`src/rtl/fifo_arb_pkg.sv`:
```
// Shared types for the FIFO read arbiter: the two-state scheduler encoding.
package fifo_arb_pkg;

  // IDLE picks the next FIFO to serve; BURST issues reads to the granted FIFO.
  typedef enum logic {
    IDLE  = 1'b0,
    BURST = 1'b1
  } arb_state_t;

endpackage

```
`src/rtl/fifo_rr_pick.sv`:
```
// Rotating-priority picker: returns the first requester after 'last', wrapping
// around, with 'last' itself at the lowest priority.
module fifo_rr_pick #(
  parameter int N = 4,
  localparam int IDXW = $clog2(N)
) (
  input  logic [N-1:0]    req,
  input  logic [IDXW-1:0] last,
  output logic            any,
  output logic [IDXW-1:0] idx
);

  logic [IDXW-1:0] cand;

  // Scan from the farthest offset down to the nearest so the closest requester after 'last' wins.
  always_comb begin
    any  = 1'b0;
    idx  = '0;
    cand = '0;
    for (int k = N; k >= 1; k--) begin
      cand = IDXW'((int'(last) + k) % N);
      if (req[cand]) begin
        any = 1'b1;
        idx = cand;
      end
    end
  end

endmodule

```
`src/rtl/fifo_read_arbiter.sv`:
```
// Round-robin read scheduler that shares one consumer between N FIFOs.
// Grants bursts of up to MAX_BURST reads, never strobes an empty FIFO, and
// leaves one IDLE bubble between bursts.
// Optional macro FIFO_ARB_CHECK_EN embeds protocol assertions; the logic is
// identical with or without it.
module fifo_read_arbiter
  import fifo_arb_pkg::*;
#(
  parameter int N         = 4,
  parameter int MAX_BURST = 4,
  localparam int IDXW     = $clog2(N)
) (
  input  logic            clk,
  input  logic            rst,
  input  logic [N-1:0]    empty,
  input  logic            out_ready,
  output logic [N-1:0]    rd_en,
  output logic [IDXW-1:0] grant_idx,
  output logic            rd_valid,
  output logic            busy
);

  localparam int CNTW = $clog2(MAX_BURST + 1);
  localparam logic [CNTW-1:0] LAST_BEAT = CNTW'(MAX_BURST - 1);
  localparam logic [IDXW-1:0] LAST_IDX  = IDXW'(N - 1);

  arb_state_t      state, state_nxt;
  logic [IDXW-1:0] grant_nxt;
  logic [IDXW-1:0] last_grant, last_nxt;
  logic [CNTW-1:0] burst_cnt, cnt_nxt;
  logic            pick_any;
  logic [IDXW-1:0] pick_idx;
  logic            read;

  fifo_rr_pick #(.N(N)) u_pick (
    .req  (~empty),
    .last (last_grant),
    .any  (pick_any),
    .idx  (pick_idx)
  );

  // Read strobe follows the current empty/ready inputs so a FIFO draining mid-burst is never overread.
  always_comb begin
    rd_en = '0;
    for (int i = 0; i < N; i++) begin
      rd_en[i] = (state == BURST) && (grant_idx == IDXW'(i)) && !empty[i] && out_ready && !rst;
    end
  end

  assign read = |rd_en;
  assign busy = (state == BURST);

  // Next-state logic: pick a winner from IDLE, count reads in BURST, and hand back on drain or burst end.
  always_comb begin
    state_nxt = state;
    grant_nxt = grant_idx;
    last_nxt  = last_grant;
    cnt_nxt   = burst_cnt;
    case (state)
      IDLE: begin
        if (pick_any) begin
          state_nxt = BURST;
          grant_nxt = pick_idx;
          cnt_nxt   = '0;
        end
      end
      BURST: begin
        if (empty[grant_idx]) begin
          state_nxt = IDLE;
          last_nxt  = grant_idx;
          cnt_nxt   = '0;
        end else if (read) begin
          if (burst_cnt == LAST_BEAT) begin
            state_nxt = IDLE;
            last_nxt  = grant_idx;
            cnt_nxt   = '0;
          end else begin
            cnt_nxt = burst_cnt + CNTW'(1);
          end
        end
      end
      default: state_nxt = IDLE;
    endcase
  end

  // State registers; last_grant resets to N-1 so FIFO 0 is searched first.
  always_ff @(posedge clk) begin
    if (rst) begin
      state      <= IDLE;
      grant_idx  <= '0;
      last_grant <= LAST_IDX;
      burst_cnt  <= '0;
      rd_valid   <= 1'b0;
    end else begin
      state      <= state_nxt;
      grant_idx  <= grant_nxt;
      last_grant <= last_nxt;
      burst_cnt  <= cnt_nxt;
      rd_valid   <= read;
    end
  end

`ifdef FIFO_ARB_CHECK_EN
  for (genvar gi = 0; gi < N; gi++) begin : g_chk
    a_no_underflow: assert property (@(posedge clk) disable iff (rst) rd_en[gi] |-> !empty[gi])
      else $error("fifo_read_arbiter: read of empty FIFO, grant_idx=%0d time=%0t", grant_idx, $time);
  end

  a_onehot: assert property (@(posedge clk) disable iff (rst) $onehot0(rd_en))
    else $error("fifo_read_arbiter: rd_en not one-hot, grant_idx=%0d time=%0t", grant_idx, $time);

  a_ready: assert property (@(posedge clk) disable iff (rst) (rd_en != '0) |-> out_ready)
    else $error("fifo_read_arbiter: read without out_ready, grant_idx=%0d time=%0t", grant_idx, $time);

  a_no_lost_slot: assert property (@(posedge clk) disable iff (rst)
      (state == BURST && out_ready && !empty[grant_idx]) |-> (rd_en != '0))
    else $error("fifo_read_arbiter: lost read slot, grant_idx=%0d time=%0t", grant_idx, $time);
`else
  // Assertions are compiled only when FIFO_ARB_CHECK_EN is defined.
`endif

endmodule

```
`config.mk`:
```
export PLATFORM = sky130hd
export DESIGN_NAME = fifo_read_arbiter
export DESIGN_NICKNAME = d
export VERILOG_FILES = /design/src/rtl/fifo_arb_pkg.sv /design/src/rtl/fifo_rr_pick.sv /design/src/rtl/fifo_read_arbiter.sv
export SDC_FILE = /design/constraint.sdc
export NUM_CORES = 1
export LEC_CHECK = 0
export BUFFER_PORTS_ARGS = -buffer_cell sky130_fd_sc_hd__buf_2
export CAP_MARGIN = 30
export CORE_MARGIN = 1.5
export CORE_UTILIZATION = 30
export CTS_CLUSTER_SIZE = 20
export DETAILED_ROUTE_END_ITERATION = 16
export HOLD_SLACK_MARGIN = 0.12
export SLEW_MARGIN = 25
export SYNTH_ARGS = -nofsm -noshare
export SYNTH_HDL_FRONTEND = slang
export SYNTH_SLANG_ARGS = --single-unit
```
`constraint.sdc`:
```
create_clock -name clk -period 2.2 [get_ports clk]
set_input_delay 0.22 -clock clk [delete_from_list [all_inputs] [get_ports clk]]
set_output_delay 0.22 -clock clk [all_outputs]
set_load 0.05 [all_outputs]
```
=== Word level (Yosys, flattened, before mapping) ===
Index checks and enable logic that the tools add are counted.

* Register bits after elaboration: 9
* Input bits: 7
* Output and inout bits: 8

* Add/subtract/negate cells: 5
* $lt $le $gt $ge: 5
* Eq/ne operators: 6
* Muxes and demuxes: 31
* Bitwise logic cells: 2
* Reductions and logical operators: 28

{| class="wikitable"
|+ Operator list
! operator !! count
|-
| $logic_and A1 B1 Y1 || 16
|-
| $lt A2 B3 Y1 const B || 5
|-
| $mux W2 || 7
|-
| $mux W1 || 13
|-
| $mux W3 || 4
|-
| $bmux W1 S2 || 5
|-
| $pmux W3 S2 || 1
|-
| $logic_not A1 Y1 || 5
|-
| $add A2 B1 Y2 const B || 2
|-
| $add A2 B2 Y2 const B || 2
|-
| $eq A2 B2 Y1 const B || 2
|-
| $not A4 Y4 || 1
|-
| $reduce_and A2 Y1 || 2
|-
| $reduce_bool A2 Y1 || 2
|-
| $reduce_or A4 Y1 || 1
|-
| $add A3 B1 Y3 const B || 1
|-
| $eq A3 B2 Y1 const B || 1
|-
| $ne A3 B1 Y1 const B || 1
|-
| $reduce_and A3 Y1 || 1
|-
| $eq A2 B1 Y1 const B || 1
|-
| $logic_not A2 Y1 || 1
|-
| $ne A2 B2 Y1 const B || 1
|-
| $pmux W1 S2 || 1
|-
| $not A1 Y1 || 1
|}

=== Longest topological paths before layout ===
Gate-level depths: netlist of run 1.

* Depth after elaboration: 9
* Gate-level depth with buffers: 7
* Gate-level depth less buffers: 6

=== Modules after synthesis ===
A second synthesis of run 1 with hierarchy kept.

* Cells, all modules: 70
* Area, all modules: 589.3 um2

{| class="wikitable"
|+ By module, submodules not included
! module !! times used !! cells an instance !! area an instance (um2) !! seq. area each (um2)
|-
| fifo_read_arbiter || 1 || 56 || 498.0 || 180.2
|-
| fifo_rr_pick || 1 || 14 || 91.3 || 0.0
|}

=== Worst setup path after synthesis of run 1 ===
Ideal clock, no wire load.

* Path kind: reg-to-reg
* From: register grant_idx[0]
* To: register burst_cnt[1]
* Library setup time: 0.084 ns
* Arrival: 2.905 ns
* Setup slack: -0.790 ns
* Stages on the path, launching flop included: 7
* Path through: dfxtp_1 -> nand4b_2 -> nor3_1 -> nor4_4 -> inv_2 -> mux2_4 -> o31ai_2

* Longest elaborated chain between the ends: 8

{| class="wikitable"
|+ Ends and longest elaborated chain
! what !! RTL line !! source
|-
| start: declaration || fifo_read_arbiter.sv:18 || <nowiki>output logic [IDXW-1:0] grant_idx,</nowiki>
|-
| start signal: assignment || fifo_read_arbiter.sv:96 || <nowiki>grant_idx <= grant_nxt;</nowiki>
|-
| $eq A2 B1 Y1 || fifo_read_arbiter.sv:46 || <nowiki>rd_en[i] = (state == BURST) && (grant_idx == IDXW'(i)) && !empty[i] && out_ready && !rst;</nowiki>
|-
| $logic_and A1 B1 Y1 (4 in a row) || fifo_read_arbiter.sv:46 ||
|-
| net rd_en[1] || fifo_read_arbiter.sv:17 || <nowiki>output logic [N-1:0] rd_en,</nowiki>
|-
| $reduce_or A4 Y1 || fifo_read_arbiter.sv:50 || <nowiki>assign read = |rd_en;</nowiki>
|-
| $ne A3 B1 Y1 (no source line) || -- ||
|-
| $reduce_and A2 Y1 (no source line) || -- ||
|-
| end signal: assignment || fifo_read_arbiter.sv:98 || <nowiki>burst_cnt <= cnt_nxt;</nowiki>
|-
| end: declaration || fifo_read_arbiter.sv:30 || <nowiki>logic [CNTW-1:0] burst_cnt, cnt_nxt;</nowiki>
|}

The timed path passes the listed nets, and every way through them passes these cells. The select of a mux whose other input is x is not followed.
A chain may end at the register's enable or synchronous reset.

=== Final worst setup path of run 1 ===
* From: register state, in the netlist busy
* To: output port rd_en[2]

* Longest elaborated chain between the ends: 4

{| class="wikitable"
|+ Ends and longest elaborated chain
! what !! RTL line !! source
|-
| start: declaration || fifo_read_arbiter.sv:27 || <nowiki>arb_state_t state, state_nxt;</nowiki>
|-
| start signal: assignment || fifo_read_arbiter.sv:95 || <nowiki>state <= state_nxt;</nowiki>
|-
| $logic_and A1 B1 Y1 (4 in a row) || fifo_read_arbiter.sv:46 ||
|-
| end: declaration || fifo_read_arbiter.sv:17 ||
|}

No other way between the ends.

==> summary.txt, run 1 <==
Clock network
  • CTS tree: done
  • Clock H-tree levels: 1
  • Clock sink total: 9
  • Clk pin slew, worst setup/hold paths: 60 ps
  • CTS Hold Bufs: 0
  • Deepest clock path buffer count: 2
  • Clock buffer count from CTS: 3
  • # Post-CTS Setup Buffers: 0
  • Clk_lat worst skew: 250 ps
  • Clk root buf: clkbuf_4
  • Post-cts resize count: 0

GRT
  • M2 GR Usage: 22.2%
  • Largest net degree at the start of global routing: 14
  • Total grt overflow: 0
  • Initial antenna violation count: 0
  • Vias in the first global route: 481
  • GR Util met3: 6.92%
  • First-pass GRT wire length: 2.08 mm
  • Met1 Use GR: 16.3%
  • All-Layer GR Usage: 13.7%
  • GRT Max-Usage Layer: met2

Yosys
  • Syn Inst Count: 63
  • Avg Cell Area, Syn: 9.22 um2
  • Synth warn: 0
  • Top-count cell post-synth: dfxtp_1
  • Count of different cell masters after synthesis: 33
  • Synth area leaders: dfxtp_1, nand2b_1, a211oi_1
  • Cell taking the most area after synthesis: dfxtp_1
  • Synth Net Count: 71
  • Post-Synthesis Cell Area: 581 um2
  • Main synth FF type: dfxtp_1
  • Seq cells post-synth: 9
  • Share of the synthesized area in the top cell type: 31.0%
  • Seq/Total Area, Yosys: 31.0%
  • Synth async-reset ratio: 0%
  • Synth top cells by count: dfxtp_1, nor2_1, a21oi_1, nand2b_1, o21ai_0
  • Number of synthesized flops with an enable pin: 0

Worst setup path
  • CP max-delay cell: dfxtp_4
  • Family with the most delay on the worst path: simple AND/OR/NAND/NOR gates
  • Req. time, crit path: 1980 ps
  • CP Capture Type: output port
  • Crit path cell chain: nand3b_1, nor4b_4, buf_2
  • Worst Path Buf+Inv: 1
  • Crit path DAT: 1550 ps
  • CP max FO: 10
  • Largest stage delay on the critical path: 400 ps
  • R2r setup slk: 520 ps
  • Startpoint types: flip-flop
  • Setup CP Type: reg -> out

Timing
  • Max frequency: 566 MHz
  • Worst rel slew slack: 73.6%
  • Fin crit share: 80.4%
  • Setup Viol. Count Final: 0
  • Skew final: 0.535 ps
  • RSZ-0062 raised after global routing: false
  • Final worst slack: 432 ps
  • Hold Fails Final Rpt: 0
  • Fin. max-slew vios: 0
  • Final hold slack: 298 ps
  • Slew @ Worst Pin: 386 ps
  • Minimum clock period: 1770 ps

Cells and area
  • # diodes: 0
  • Fillcell total: 196
  • NumNets Final: 88
  • Layout area overhead: 26.5%
  • Layout cells sized above 1: 39.2%

Routing
  • Routed vias: 515
  • Routed len/inst: 12.1 um
  • Routed WL: 1.26 mm
  • Avg Vias per Cell: 4.95
  • Initial DRC Count: 12
  • Drt drc: 0
  • Initial DRT Pass Iterations: 4
  • Routed Antenna Nets: 0

Pwr
  • Power density cells: 585 nW/um2
  • Total power: 430 uW
  • Leak: 0.000289 uW
  • Worst IR Drop VDD: 326 uV

Floorplanning
  • Starting density of the core: 32.9%
  • Core Area: 1760 um2
  • Die ar.: 2210 um2
  • # IOs: 15
  • Die X: 47.0 um
  • Site row count: 15
  • Die H: 47.0 um

Run status
  • Outcome: finished clean

Placement
  • Port Buffers: 14
  • Placer Congestion: 0.807
  • Pre-CTS setup slack: 433 ps
  • HPWL Detailed: 978 um

Run
  • Max Cap Viol: 0

Hold path
  • Hold WC Path Type: in -> reg
==> worst paths after layout <==
path                                   start           end  cells after the start
worst max-delay path                    busy      rd_en[2]                      3
worst min-delay path                     rst  grant_idx[0]                      2
worst max register to register          busy  burst_cnt[1]                      6
worst min register to register  burst_cnt[2]  burst_cnt[2]                      2
==> power by group <==
part           internal (uW)  switching, uW  total (uW)
sequential               176           24.9         201
clock                   69.5           51.5         121
combinational           40.6           66.8         107
total                    287            143         430
==> placed cells by master (no fill, tap or decap), types with 2 or more instances in the layout <==
cell type | synthesis | final
o21ai_0 | 4 | 4
nor4_4 | 1 | 2
clkbuf_4 | 0 | 3
nor2b_1 | 3 | 3
a21oi_1 | 4 | 4
a211oi_1 | 3 | 3
mux2i_1 | 2 | 2
dfxtp_1 | 9 | 6
buf_2 | 0 | 14
nand2b_1 | 4 | 4
inv_1 | 2 | 2
nand2_1 | 3 | 3
dfxtp_2 | 0 | 2
nor2_1 | 6 | 6
==> registers in the layout (all words and copies together) (netlist names) <==
name and count:
burst_cnt 3, busy 1, grant_idx 2, last_grant 2
rd_valid 1
==> area by class of cell <==
class                           instances  area, um2  share of cell area, %
Inverter                                3       11.3                   1.53
Multi-Input combinational cell         49        409                   55.7
Clock buffer                            4       26.3                   3.58
Sequential cell                         9        186                   25.4
Tap cell                               25       31.3                   4.26
Timing Repair Buffer                   14       70.1                   9.54
==> worst register-to-register path, stage by stage, from the launching register on <==
cell and delay [ps]:
dfxtp_4 400, nand3b_1 190, nor4b_4 370, nor4_4 100, inv_2 80, mux2_4 300
o31ai_2 160
==> metrics by stage <==
| stage | instances | setup TNS, ps | utilization, % | area (um2) |
|---|---|---|---|---|
| 2_1_floorplan | 63 | -32.1 | - | 622 |
| 3_3_place_gp | 100 | 0 | 40.1 | 708 |
| 3_5_place_dp | 100 | 0 | 40.1 | 708 |
| 4_1_cts | 104 | 0 | 41.6 | 734 |
| 5_1_grt | 104 | 0 | 41.6 | 734 |
| 6_report | 104 | 0 | 41.6 | 734 |
==> per-layer routing <==
metal	share of wire, %	up-vias
met5	0	-
met1	50	244
li1	-	266
met3	3.4	0
met2	46	5
met4	0	0
==> cell families after synthesis <==
kind of cell	share of synthesized area [%]
AND/OR/NAND/NOR	34.1
multiplexers	9.91
flip-flops	31.0
AO/OA/AOI/OAI	18.3
adder cells (fa/ha/maj)	2.15
buffers and inverters	4.52
Power figures use the tool's default switching activity.
==> run 2, diff against run 1 <==
==> constraint.sdc (replaced) <==
create_clock -name clk -period 1.6 [get_ports clk]
set_input_delay 0.16 -clock clk [delete_from_list [all_inputs] [get_ports clk]]
set_output_delay 0.16 -clock clk [all_outputs]
set_load 0.05 [all_outputs]
==> run 2 against run 1 <==
Net effect:
- the flow now finishes with violations (negative setup slack)
- largest cell class unchanged
- global-route usage is 1.5 points higher
- design area is 13% higher
- sequential power is 33% higher
- critical path type unchanged
- combinational power is 73% higher
- wire length is 15% higher
- first-iteration DRC count is 83% lower
- die area stayed put
- via count is 6.4% higher
- sequential share of layout area is 2.5 points lower
- critical path depth is 1 higher
- clock power is 52% higher
- flip-flop and latch count stayed put
==> summary.txt, run 2 (synthesized netlist as in run 1, its figures left out) <==
Run status
  • Outcome: complete, but fails checks
  • Failing checks: negative setup slack

Worst setup path
  • CP max-delay cell: nor4b_4
  • CP Capture Type: output port
  • Setup CP Type: reg -> out
  • Family with the most delay on the worst path: simple AND/OR/NAND/NOR gates
  • Largest stage delay on the critical path: 380 ps (-20 ps)
  • CP max FO: 3 (-7)
  • Req. time, crit path: 1440 ps (-540 ps)
  • R2r setup slk: -40 ps (-560 ps)
  • Crit path DAT: 1490 ps (-60 ps)
  • Crit path cell chain: nand3b_1, nor4b_4, buf_4, buf_8
  • Startpoint types: flip-flop
  • Worst Path Buf+Inv: 2 (+1)

Clock network
  • Deepest clock path buffer count: 2 (unchanged)
  • CTS Hold Bufs: 0 (unchanged)
  • Clk pin slew, worst setup/hold paths: 70 ps (about the same)
  • Clk root buf: clkbuf_4
  • Clock sink total: 9 (unchanged)
  • Clk_lat worst skew: 260 ps (about the same)
  • CTS tree: done
  • Clock buffer count from CTS: 3 (unchanged)
  • Clock H-tree levels: 1 (unchanged)

Floorplanning
  • Die H: 47.0 um (unchanged)
  • Die X: 47.0 um (unchanged)
  • Starting density of the core: 32.9% (unchanged)
  • Core Area: 1760 um2 (unchanged)
  • Site row count: 15 (unchanged)
  • # IOs: 15 (unchanged)
  • Die ar.: 2210 um2 (unchanged)

GRT
  • All-Layer GR Usage: 15.3% (+1.5 points)
  • First-pass GRT wire length: 2.33 mm (+12%)
  • Vias in the first global route: 506 (+5.2%)
  • Initial antenna violation count: 0 (unchanged)
  • Largest net degree at the start of global routing: 12 (-2)
  • Total grt overflow: 0 (unchanged)

Routing
  • Drt drc: 0 (unchanged)
  • Routed len/inst: 13.1 um (+7.9%)
  • Routed Antenna Nets: 0 (unchanged)
  • Routed WL: 1.45 mm (+15%)
  • Initial DRC Count: 2 (-10)
  • Routed vias: 548 (+6.4%)
  • Initial DRT Pass Iterations: 2 (-2)
  • Avg Vias per Cell: 4.94 (-0.30%)

Pwr
  • Power density cells: 771 nW/um2 (+32%)
  • Worst IR Drop VDD: 505 uV (+55%)
  • Leak: 0.000331 uW (+14%)
  • Total power: 637 uW (+48%)

Cells and area
  • Design Area, Final: 827 um2 (+13%)
  • Multi-input gate area: 418 um2 (+2.1%)
  • Fillcell total: 199 (+1.5%)
  • Biggest register: burst_cnt
  • Storage element area: 189 um2 (+1.3%)
  • Largest registers: burst_cnt x3, grant_idx x2, last_grant x2
  • NumNets Final: 95 (+8.0%)
  • Layout cells sized above 1: 44.2% (+4.9 points)
  • Commonest non-fill, non-tap cell in the layout: buf_2
  • Most frequent cells in the layout: buf_2, nor2_1, dfxtp_1, buf_4
  • Layout area overhead: 42.5%
  • Max reg flops: 3 (unchanged)
  • # diodes: 0 (unchanged)

Timing
  • Fin. max-slew vios: 0 (unchanged)
  • Setup Viol. Count Final: 3 (+3)
  • RSZ-0062 raised after global routing: true
  • Setup TNS: -119 ps (-119 ps)
  • Skew final: 2.07 ps (+1.54 ps)
  • Hold Fails Final Rpt: 0 (unchanged)
  • Max frequency: 605 MHz
  • Final worst slack: -53.9 ps (-486 ps)
  • Fin crit share: 103%
  • Worst rel slew slack: 72.8% (-0.82 points)
  • Minimum clock period: 1650 ps
  • Slew @ Worst Pin: 398 ps (+12.0 ps)
  • Final hold slack: 273 ps (-25.5 ps)

Placement
  • DP Area: 758 um2 (+7.1%)
  • Port Buffers: 14 (unchanged)
  • Placer Congestion: 0.792 (-1.8%)
  • HPWL Detailed: 1.08 mm (+10%)

Hold path
  • Hold WC Path Type: in -> reg

Run
  • Max Cap Viol: 0 (unchanged)
## run 2: path summary, 6_finish.rpt
path,from,cells after the start,to
worst max register to register,busy,6,burst_cnt[1]
worst min-delay path,rst,3,grant_idx[1]
worst max-delay path,busy,4,rd_en[2]
worst min register to register,burst_cnt[2],2,burst_cnt[2]
## run 2: repair_timing
| item | CTS | global route |
|---|---|---|
| pin swaps | 0 | 1 |
| buffers inserted | 1 | 1 |
| resized for setup | 2 | 6 |
| setup endpoints to repair | 6 | 9 |
## run 2: layout make-up
cell class	count	share of cell area, %
multi-input combinational	49	50.5
tap	25	3.78
inverter	3	1.36
timing repair buffer	21	18.3
sequential	9	22.8
clock buffer	4	3.18
## run 2: worst register-to-register path: stages, from the launching register on
cell,delay (ps)
dfxtp_4,360
nand3b_1,180
nor4b_4,380
nor4_4,100
inv_2,80
mux2_4,310
o31ai_4,160
## run 2: stage by stage
stage,setup slack (ps),util (%),std cells
3_3_place_gp,-3.46,43.0,105
5_1_grt,-147,46.9,111
2_1_floorplan,-632,-,63
3_5_place_dp,-38.8,43.0,105
4_1_cts,-48.0,45.2,110
6_report,-53.9,46.9,111
## run 2: routing by layer
| layer | wire length [um] | GRT usage (%) |
|---|---|---|
| met1 | 652 | 18.1 |
| met2 | 758 | 26.3 |
| met3 | 43 | 6.92 |
| met4 | 0 | 1.67 |
| met5 | 0 | 0 |
## run 2: where the power goes
part	total [uW]	internal (uW)	switching (uW)	leakage (uW)
Combinational	185	75.4	110	0.000241
Sequential	268	242	25.8	0.0000752
Clock	184	96.3	87.7	0.0000150
